--- src/rtl/scan_pkg.sv ---
// Shared types and constants for the matrix scan sequencer.
// Latency: none (declarations only).
// Backpressure: not applicable.
package scan_pkg;

  // Width of one driver-chip word shifted per chip per row.
  localparam int WORD_BITS = 14;

  typedef enum logic [2:0] {
    IDLE,
    FETCH,
    LOAD,
    SHIFT,
    BLANK,
    LATCH,
    UNBLANK
  } state_t;

  // $clog2 that never returns zero, so single-entry dimensions still get a 1-bit field.
  function automatic int clog2_min1(input int n);
    return (n > 1) ? $clog2(n) : 1;
  endfunction

endpackage

--- src/rtl/scan_timer.sv ---
// Loadable down-counter timing the blank/latch/unblank intervals.
// Latency: done is combinational on the count; a load of N gives N+1 cycles until done.
// Backpressure: none; load has priority over counting, count holds at zero.
module scan_timer #(
  parameter int W = 3
) (
  input  logic         clk,
  input  logic         reset,
  input  logic         load,
  input  logic [W-1:0] load_val,
  output logic         done
);

  logic [W-1:0] cnt;

  // Reload on request, otherwise count down and park at zero.
  always_ff @(posedge clk or negedge reset) begin
    if (!reset) begin
      cnt <= '0;
    end else if (load) begin
      cnt <= load_val;
    end else if (cnt != '0) begin
      cnt <= cnt - 1'b1;
    end
  end

  assign done = (cnt == '0);

endmodule

--- src/rtl/scan_sequencer.sv ---
// Row-scan sequencer: fetches NCHIPS words per row, shifts them out, then blanks/latches/unblanks; SCAN_CONTINUOUS_EN selects free-running frames.
// Latency: FETCH one cycle after start; rddata captured the cycle after rdaddr; frame_done one cycle after the final UNBLANK cycle.
// Backpressure: SHIFT waits indefinitely for wrpulse; start is ignored while busy.
module scan_sequencer
  import scan_pkg::*;
#(
  parameter int NROWS        = 16,
  parameter int NCHIPS       = 4,
  parameter int BLANK_CYCLES = 8
) (
  input  logic                                 clk,
  input  logic                                 reset,
  input  logic                                 start,
  output logic [clog2_min1(NROWS*NCHIPS)-1:0]  rdaddr,
  input  logic [WORD_BITS-1:0]                 rddata,
  output logic [WORD_BITS-1:0]                 chpdata,
  output logic                                 init,
  output logic                                 cs,
  output logic                                 wrreset,
  input  logic                                 wrpulse,
  output logic                                 latch,
  output logic                                 oe,
  output logic [clog2_min1(NROWS)-1:0]         row,
  output logic                                 busy,
  output logic                                 frame_done
);

  localparam int AW   = clog2_min1(NROWS*NCHIPS);
  localparam int RW   = clog2_min1(NROWS);
  localparam int CW   = clog2_min1(NCHIPS);
  localparam int BW   = $clog2(WORD_BITS + 1);
  // Half of the blanking window; at least one cycle so the timer load never underflows.
  localparam int HALF = (BLANK_CYCLES / 2 > 0) ? BLANK_CYCLES / 2 : 1;
  localparam int TW   = clog2_min1(HALF + 1);

  localparam logic [RW-1:0] LAST_ROW   = RW'(NROWS - 1);
  localparam logic [CW-1:0] LAST_CHIP  = CW'(NCHIPS - 1);
  localparam logic [BW-1:0] LAST_BIT   = BW'(WORD_BITS - 1);
  localparam logic [TW-1:0] HALF_LOAD  = TW'(HALF - 1);
  localparam logic [TW-1:0] LATCH_LOAD = TW'(1);

  state_t          state;
  state_t          state_nxt;
  logic [CW-1:0]   chip;
  logic [BW-1:0]   bitcnt;
  logic            lit;
  logic            tmr_load;
  logic [TW-1:0]   tmr_val;
  logic            tmr_done;
  logic            word_end;
  logic            row_end;
  logic            frame_end;

  // The last bit of a word is the one whose pulse brings the count to WORD_BITS;
  // that same pulse is counted and ends SHIFT, so a coincident pulse is never lost or doubled.
  assign word_end  = (state == SHIFT) && wrpulse && (bitcnt == LAST_BIT);
  assign row_end   = (state == UNBLANK) && tmr_done;
  // The row register has already advanced during LATCH, so a zero here means the last row was just shown.
  assign frame_end = row_end && (row == '0);

  assign rdaddr = AW'(AW'(row) * AW'(NCHIPS) + AW'(chip));

  scan_timer #(
    .W (TW)
  ) u_timer (
    .clk      (clk),
    .reset    (reset),
    .load     (tmr_load),
    .load_val (tmr_val),
    .done     (tmr_done)
  );

  // State register.
  always_ff @(posedge clk or negedge reset) begin
    if (!reset) begin
      state <= IDLE;
    end else begin
      state <= state_nxt;
    end
  end

  // Next-state, interval timer control and per-state strobes.
  always_comb begin
    state_nxt = state;
    tmr_load  = 1'b0;
    tmr_val   = '0;
    wrreset   = 1'b0;
    init      = 1'b0;
    cs        = 1'b0;
    latch     = 1'b0;
    oe        = lit;
    busy      = (state != IDLE);
    case (state)
      IDLE: begin
        if (start) state_nxt = FETCH;
      end
      FETCH: begin
        wrreset   = 1'b1;
        state_nxt = LOAD;
      end
      LOAD: begin
        init      = 1'b1;
        state_nxt = SHIFT;
      end
      SHIFT: begin
        cs = 1'b1;
        if (word_end) begin
          if (chip != LAST_CHIP) begin
            state_nxt = FETCH;
          end else begin
            state_nxt = BLANK;
            tmr_load  = 1'b1;
            tmr_val   = HALF_LOAD;
          end
        end
      end
      BLANK: begin
        oe = 1'b0;
        if (tmr_done) begin
          state_nxt = LATCH;
          tmr_load  = 1'b1;
          tmr_val   = LATCH_LOAD;
        end
      end
      LATCH: begin
        oe    = 1'b0;
        latch = 1'b1;
        if (tmr_done) begin
          state_nxt = UNBLANK;
          tmr_load  = 1'b1;
          tmr_val   = HALF_LOAD;
        end
      end
      UNBLANK: begin
        oe = 1'b0;
        if (tmr_done) begin
          if (row == '0) begin
`ifdef SCAN_CONTINUOUS_EN
            state_nxt = FETCH;
`else
            state_nxt = IDLE;
`endif
          end else begin
            state_nxt = FETCH;
          end
        end
      end
      default: state_nxt = IDLE;
    endcase
  end

  // Word capture and bit counting for the shift phase.
  always_ff @(posedge clk or negedge reset) begin
    if (!reset) begin
      chpdata <= '0;
      bitcnt  <= '0;
    end else if (state == LOAD) begin
      chpdata <= rddata;
      bitcnt  <= '0;
    end else if ((state == SHIFT) && wrpulse) begin
      bitcnt <= bitcnt + 1'b1;
    end
  end

  // Row/chip position, lit flag (kept on while the next row shifts) and frame strobe.
  always_ff @(posedge clk or negedge reset) begin
    if (!reset) begin
      row        <= '0;
      chip       <= '0;
      lit        <= 1'b0;
      frame_done <= 1'b0;
    end else begin
      frame_done <= frame_end;
      if (word_end && (chip != LAST_CHIP)) begin
        chip <= chip + 1'b1;
      end
      if ((state == LATCH) && tmr_done) begin
        row <= (row == LAST_ROW) ? '0 : row + 1'b1;
      end
      if (row_end) begin
        chip <= '0;
        lit  <= 1'b1;
      end
    end
  end

endmodule

--- config.mk ---
export PLATFORM = sky130hd
export DESIGN_NAME = scan_sequencer
export DESIGN_NICKNAME = d
export VERILOG_FILES = /design/src/rtl/scan_pkg.sv /design/src/rtl/scan_timer.sv /design/src/rtl/scan_sequencer.sv
export SDC_FILE = /design/constraint.sdc
export NUM_CORES = 1
export LEC_CHECK = 0
export ABC_AREA = 1
export CAP_MARGIN = 20
export CORE_ASPECT_RATIO = 1.1
export CORE_UTILIZATION = 65
export CTS_CLUSTER_DIAMETER = 80
export DETAILED_ROUTE_END_ITERATION = 6
export DONT_BUFFER_PORTS = 1
export HOLD_SLACK_MARGIN = 0.05
export PLACE_DENSITY = 0.88
export SLEW_MARGIN = 5
export SYNTH_ARGS = -nofsm -noshare
export SYNTH_HDL_FRONTEND = slang
export SYNTH_SLANG_ARGS = --single-unit
--- constraint.sdc ---
create_clock -name clk -period 2.8 [get_ports clk]
set_input_delay 0.42 -clock clk [delete_from_list [all_inputs] [get_ports clk]]
set_output_delay 0.42 -clock clk [all_outputs]
set_load 0.02 [all_outputs]
## Word-level counts from Yosys, hierarchy flattened

Index checks and enable logic that the tools add are counted.

- Register bits: 32
- Bits in latches: 0
- Memory bits (writable): 0
- Memory bits (read-only): 0
- Input bits: 18
- Output and inout bits: 31
- Memories: 0

- Add/subtract/negate cells: 5
- $mul: 0
- Div/mod/pow operators: 0
- Order comparisons: 0
- Eq/ne operators: 14
- Shift-type cells: 0
- Mux-type cells: 29
- Bitwise operators: 0
- Reduce and logical (&&, ||, !) cells: 17

Operator list:

| kind | count |
|---|---|
| two-way mux 3 bit | 8 |
| case mux 3 bit (7 select lines) | 1 |
| two-way mux 4 bit | 3 |
| != test 2 bit, second input constant | 6 |
| two-way mux 1 bit | 10 |
| two-way mux 2 bit | 5 |
| == test 3 bit, second input constant | 3 |
| adder 4 x 1 -> 4 bit, second input constant | 2 |
| == test 4 bit, second input constant | 2 |
| adder 6 x 2 -> 6 bit | 1 |
| == test 3 x 2 -> 1 bit, second input constant | 2 |
| logical AND 1 bit | 6 |
| zero test 3 bit | 2 |
| case mux 2 bit (3 select lines) | 1 |
| nonzero test 2 bit | 3 |
| nonzero test 3 bit | 2 |
| AND reduction 5 bit | 1 |
| zero test 4 bit | 1 |
| == test 3 x 1 -> 1 bit, second input constant | 1 |
| OR reduction 3 bit | 1 |
| subtractor 3 x 1 -> 3 bit, second input constant | 1 |
| adder 2 x 1 -> 2 bit, second input constant | 1 |
| case mux 1 bit (2 select lines) | 1 |
| OR reduction 2 bit | 1 |

## Longest topological paths before layout

Gate-level depths: netlist of the first run.

- Depth in word-level cells: 6
- Depth in mapped cells: 9
- Gate-level depth less buffers: 9

## By module

Synthesis of the first run repeated with hierarchy kept, for this count alone.

- Cell total of the unflattened synthesis: 210
- Area total of the unflattened synthesis: 1711.6 µm²

By module, submodules not included:

| module | instances | cells each | area each (µm²) | sequential area each (µm²) |
|---|---|---|---|---|
| scan_sequencer | 1 | 178 | 1503.9 | 725.7 |
| scan_timer | 1 | 32 | 207.7 | 75.1 |

## Worst setup path after synthesis of the first run

No wires, ideal clock.

- Kind: register -> output
- Start point: reg state[0]
- End point: out init
- Arrival time: 0.982 ns
- Data required time: 2.380 ns
- Path slack: 1.398 ns
- Cell stages (with the launch flop): 6
- Cells stage by stage: dfrtp_1 > buf_4 > nor2_2 > nand2_1 > inv_2 > buf_4

- Longest elaborated chain between the ends: 2

Ends and longest elaborated chain:

| element | line | RTL |
|---|---|---|
| start, declared | scan_sequencer.sv:42 | `state_t state;` |
| start signal, assigned | scan_sequencer.sv:78 | `state <= state_nxt;` |
| == test 3 x 2 -> 1 bit | scan_sequencer.sv:93 | `case (state)` |
| two-way mux 1 bit | scan_sequencer.sv:93 |  |
| end, declared | scan_sequencer.sv:17 | `output logic init,` |

Every way passes these cells.

## Final worst setup path of the first run

Same ends and word-level chain as after synthesis.

==> run metrics, run 1 <==
status completed; ANT cells 0; fill count 171; Reg clk slew, reported paths approximately 0.10 ns; Fin Setup TNS 0 ns; post-route cell area between 1500 and 2000 um2; Met3 Routed Length between 150 and 200 um; Die Ht between 50 and 60 um; Non-Filler Instances 227; die area approximately 2700 um2; Setup CP Type reg -> out; Final period util between 70% and 80%; max-cap violations 0; final setup vio count 0; vias per cell ~5.4; Top Ports 49; Mapped Nets between 200 and 250; Buffers on Ports 0; Worst Setup End Kind output port; unrepaired setup endpoints after global routing false; Synth cell types 23; routed len/inst 13.73 um; Core Area 2320 um2; global-route wire length before repair 5347 um; FF+latch area 800.8 um2; Hold Fails Final Rpt 0; Worst Path Max Fanout 20; number of nets in the layout between 200 and 250; drt first pass iters 4; Setup WS pre-CTS 1.195 ns; worst vdd ir between 800 and 900 uV; fraction of layout cells with a size suffix above 1 approximately 11%; HPWL Detailed 2330 um; R2R setup slack between 1 and 1.5 ns; Post-CTS Resized 0; remaining global-route overflow 0; Placement Cell Area 1612 um2; number of global-route vias before repair between 1000 and 1500; clk_lat worst skew 0.34 ns; CTS max path bufs 2; Clock Tree Root clkbuf_4; Critical Path AT between 1.5 and 2 ns; # DRC 0; area of the multi-input gates approximately 680 um2; sequential area share after synthesis 48.78%; Post-Route M1 WL ~1200 um; die extent in x 49.92 um; P per Cell Area 997.3 nW/um2; leak pwr 0.9375 nW; # clock sinks 32; register bit count reported by yosys 32; drt total wl ~3100 um; Hold WC Path Type in -> reg; FMAX ~500 MHz; CP Launch Type flip-flop; vias between 1000 and 1500; CTS buffer count 5; GRT Total Usage 27.32%; placed instance count roughly 220; CP required ~2.4 ns; Mapped Cells about 200; Worst slew margin a little over three fifths; minimum clock period 1.987 ns; Met2 Wirelength 1654 um; Starting Density a little over two thirds; CTS tree done; post-synthesis cell area ~1600 um2; starting DRC count in detailed routing 13; clock skew between 0.003 and 0.004 ns; Avg Inst Size Synth between 8 and 9 um2; antenna violations before repair 0; Max Transition Viols Final 0; row count 18; H-tree Lvls 2; Yosys warning count 0; Placer Congestion around 0.84; final worst slack 0.8135 ns; largest net degree at the start of global routing 33; Slew @ Worst Pin 0.5569 ns; Top Layer Used met4; antenna-violating nets left 0; area added between synthesis and finish 4.650%
[power breakdown]
| group | internal (W) | switching, W | total (W) |
|---|---|---|---|
| Sequential | 0.000600 | 0.000256 | 0.000856 |
| Clock | 0.000187 | 0.000162 | 0.000349 |
| Combinational | 0.000169 | 0.000340 | 0.000508 |
| Total | 0.000956 | 0.000757 | 0.00171 |
[critical path, stage by stage (launching register included)]
cell,delay [ns]
dfrtp_1,0.50
nor2_2,0.20
nand2_1,0.07
buf_4,0.20
inv_2,0.25
[registers in the layout, summed over array words and instances, names as in the netlist]
signal,flops
u_timer.cnt,3
state,3
frame_done,1
row,4
chip,2
lit,1
bitcnt,4
chpdata,14
[metal layers]
layer | global-route usage, % | vias to the layer above
met5 | 0 | -
met4 | 13.33 | 0
met3 | 10.00 | 8
met2 | 51.35 | 33
met1 | 26.98 | 574
li1 | - | 609
[synthesized netlist by cell type (all sizes together)]
library cell | count | area [um2]
a21oi | 4 | 20.02
buf | 9 | 75.07
dfrtp | 32 | 800.8
ha | 7 | 87.58
inv | 22 | 82.58
nand2 | 72 | 277.8
nand3 | 21 | 115.1
nand3b | 2 | 15.01
nand4 | 2 | 12.51
nor2 | 13 | 77.57
o21ai | 6 | 30.03
o21bai | 1 | 7.510
o22ai | 1 | 6.260
xnor2 | 1 | 16.27
xor2 | 2 | 17.52
[area by class of cell]
cell class                 count  share of cell area, %
multi-input combinational    132                  39.77
clock buffer                   6                  2.403
tap                           30                  2.185
timing repair buffer           3                  2.185
clock inverter                 2                  2.039
inverter                      22                  4.807
sequential                    32                  46.61
[cells in the final DEF, fill, tap and decap left out]
master and instances:
o21ai_1 4, o21bai_1 1, a21oi_1 4, nand2_2 3
inv_2 3, xnor2_2 1, dlygate4sd3_1 1, buf_12 1
o21ai_0 2, nand3b_1 2, inv_1 19, dfrtp_1 32
xor2_1 2, nand3_2 2, nand2_1 69, buf_4 1
nor2_4 1, ha_1 7, clkbuf_1 1, nand4_1 2
o22ai_1 1, nor2_2 2, nor2_8 1, nor2_1 9
nand3_1 19, bufinv_16 1, clkbuf_4 5, clkinv_2 1
[metrics by stage]
stage	util [%]	hold WS, ns	total power, W
final	74.06	0.1852	0.001713
after global routing	74.06	0.1733	0.001835
after CTS	74.06	0.1778	0.001722
after detailed placement	69.47	0.1250	0.001362
after global placement	69.47	0.1250	0.001319
after floorplan	-	0.1244	0.001291
[path summary, 6_finish.rpt]
kind                            startpoint           to  cells after the start
worst max-delay path              state[0]         init                      4
max in group asynchronous            reset   chpdata[3]                      2
worst max register to register    state[0]   chpdata[9]                      6
worst min register to register         lit          lit                      2
min in group asynchronous            reset       row[0]                      2
worst min-delay path            rddata[12]  chpdata[12]                      2
[logic make-up after synthesis]
group | after synthesis | share of synthesized area, %
xor gates and xnor gates | 3 | 2.058
and+or+nand+nor | 110 | 30.33
buffers and inverters | 31 | 9.604
DFF | 32 | 48.78
adders and majority gates | 7 | 5.335
AOI/OAI and AO/OA | 12 | 3.888
[repair_timing]
action,in CTS,in global routing
hold buffers,2,0
setup buffers,0,0
hold endpoints to repair,32,0
No activity file was read; power rests on OpenSTA's default activity.
==> inputs of run 2 (changes only) <==
CORE_UTILIZATION = 56   (was 65)
PLACE_DENSITY = 0.81   (was 0.88)
clock period = 1.7 ns   (was 2.8 ns; I/O delays follow)
==> run 2 against run 1 <==
- clock power increased by 24%
- total power grew 61%
- sequential power rose by 66%
- cell count up 9.3%
- non-clock buffer count is 17 higher
- routed wire length rose by 14%
- hold slack gained 0.024 ns
- design area rose by 9.8%
- clock skew is 0.0078 ns higher
- combinational power grew 78%
- count of clock-buffer cells in the layout unchanged
- sequential cell count is the same
- critical endpoint unchanged
- highest routed layer unchanged
==> run metrics, run 2 (synthesized netlist as in run 1, its figures left out) <==
most frequent cells in the layout nand2_1 (68), dfrtp_1 (30), inv_1 (19), nand3_1 (19), dlygate4sd3_1 (15); CTS tree done; # DRC 0; Core Area around 2800 um2; Total Power between 0.002 and 0.003 W; fill count ~200; clk_lat worst skew around 0.34 ns; Hold Slack between 0.2 and 0.25 ns; number of global-route vias before repair about 1300; max reg flops 14; Die Ht around 59 um; P per Cell Area between 1000 and 1500 nW/um2; R2R depth 7; Clock Tree Root clkbuf_4; # clock sinks 32; remaining global-route overflow 0; leak pwr 0.9958 nW; Placer Congestion 0.8108; Hold Fails Final Rpt 0; largest net degree at the start of global routing 33; Reg clk slew, reported paths approximately 0.1 ns; Slew @ Worst Pin between 0.4 and 0.5 ns; minimum clock period 1.609 ns; drt total wl between 3000 and 4000 um; hold depth 2; row count 20; area added between synthesis and finish 14.94%; vias ~1300; worst vdd ir about 1100 uV; fraction of layout cells with a size suffix above 1 14.42%; Biggest register chpdata; clock skew 0.01095 ns; antenna violations before repair 0; HPWL Detailed roughly 2300 um; switching portion of total power between 40% and 50%; GRT Total Usage roughly 26%; CTS max path bufs 2; Flop pwr share approximately half; CP Launch Type flip-flop; number of nets in the layout 239; H-tree Lvls 2; starting DRC count in detailed routing 42; Hold Startpoint wrpulse; combinational fraction of design power ~33%; vias per cell between 5 and 6; CP required approximately 1.4 ns; drt first pass iters 4; R2R setup slack roughly 0.25 ns; final setup vio count 0; hold endpoint bitcnt[1]; ANT cells 0; Max Transition Viols Final 0; unrepaired setup endpoints after global routing false; Critical Path AT between 1 and 1.5 ns; die area 3152 um2; FMAX about 620 MHz; worst reg2reg path startpoint u_timer.cnt[0]; Top Ports approximately 50; Hold WC Path Type in -> reg; CTS buffer count 5; die extent in x ~54 um; Worst Setup End Kind output port; Net Sw Power ~0.0013 W; reg-to-reg endpoint chip[1]; commonest non-fill, non-tap cell in the layout nand2_1; Clock power frac around 16%; Setup CP Type reg -> out; global-route wire length before repair around 5600 um; Fin Setup TNS 0 ns; Worst Path Max Fanout 9; Worst slew margin 70.03%; Buffers on Ports 0; top flop regs chpdata x14, bitcnt x4, row x4; max-cap violations 0; antenna-violating nets left 0; Final period util between 90 and 100%; Starting Density slightly below 60%; routed len/inst 14.32 um; internal power between 0.001 and 0.0015 W; status completed
[run 2: cell count changes in the layout (fill, tap and decap cells not counted), sizes merged]
cell,change
buf,+3
bufinv,-1
clkinvlp,+2
dlygate4sd3,+14
[run 2: power by group through the flow]
stage               Clock [W]  Combinational (W)  Sequential (W)
floorplan                   0           0.000809         0.00132
global placement            0           0.000749         0.00141
detailed placement          0           0.000814         0.00141
CTS                  0.000447           0.000882         0.00141
global route         0.000477            0.00103         0.00145
finish               0.000433           0.000903         0.00142
[run 2: worst max path at each step]
stage | start | slack [ns] | depth (start not counted) | end
final | state[0] | 0.09 | 3 | init
after global routing | state[0] | 0.01 | 3 | init
after CTS | state[1] | 0.01 | 2 | oe
after detailed placement | u_timer.cnt[0] | 0.30 | 7 | chip[1]
after global placement | state[0] | 0.36 | 3 | init
after floorplan | u_timer.cnt[0] | 0.45 | 7 | chip[1]
[run 2: metal layers]
layer	share of wire, %	vias up	routed length (um)	global-route usage, %
met5	0	-	0	0
met4	3.2	0	112	15.41
met3	6.1	12	216	10.59
met2	53	51	1893	43.04
met1	37	630	1328	27.04
li1	-	644	-	-
[run 2: cell type report]
type | instances | area [um2] | area share [%]
Tap cell | 33 | 41.29 | 2.188
Sequential cell | 32 | 803.3 | 42.57
Timing Repair Buffer | 20 | 200.2 | 10.61
Timing Repair inverter | 1 | 7.507 | 0.3979
Multi-Input combinational cell | 132 | 691.9 | 36.67
Clock inverter | 2 | 16.27 | 0.8621
Inverter | 22 | 85.08 | 4.509
Clock buffer | 6 | 41.29 | 2.188
[run 2: what timing repair did]
item	CTS	global route
endpoints found under the setup margin	1	3
resized for setup	2	4
setup buffers	0	0
hold buffers	16	0
hold endpoints to repair	46	0
gates cloned	1	0
pin swaps	0	0
[run 2: worst max-delay path: stages (launching register included)]
cell,delay (ns)
dfrtp_2,0.49
nor2_2,0.18
nand2_2,0.16
inv_4,0.19
[run 2: metrics by stage]
step	setup slack [ns]	instances	util, %	area (um2)
2_1_floorplan	0.4543	195	-	1642
3_3_place_gp	0.3601	223	58.96	1638
3_5_place_dp	0.2956	223	58.96	1638
4_1_cts	0.01167	248	67.61	1878
5_1_grt	0.01313	248	67.93	1887
6_report	0.09065	248	67.93	1887
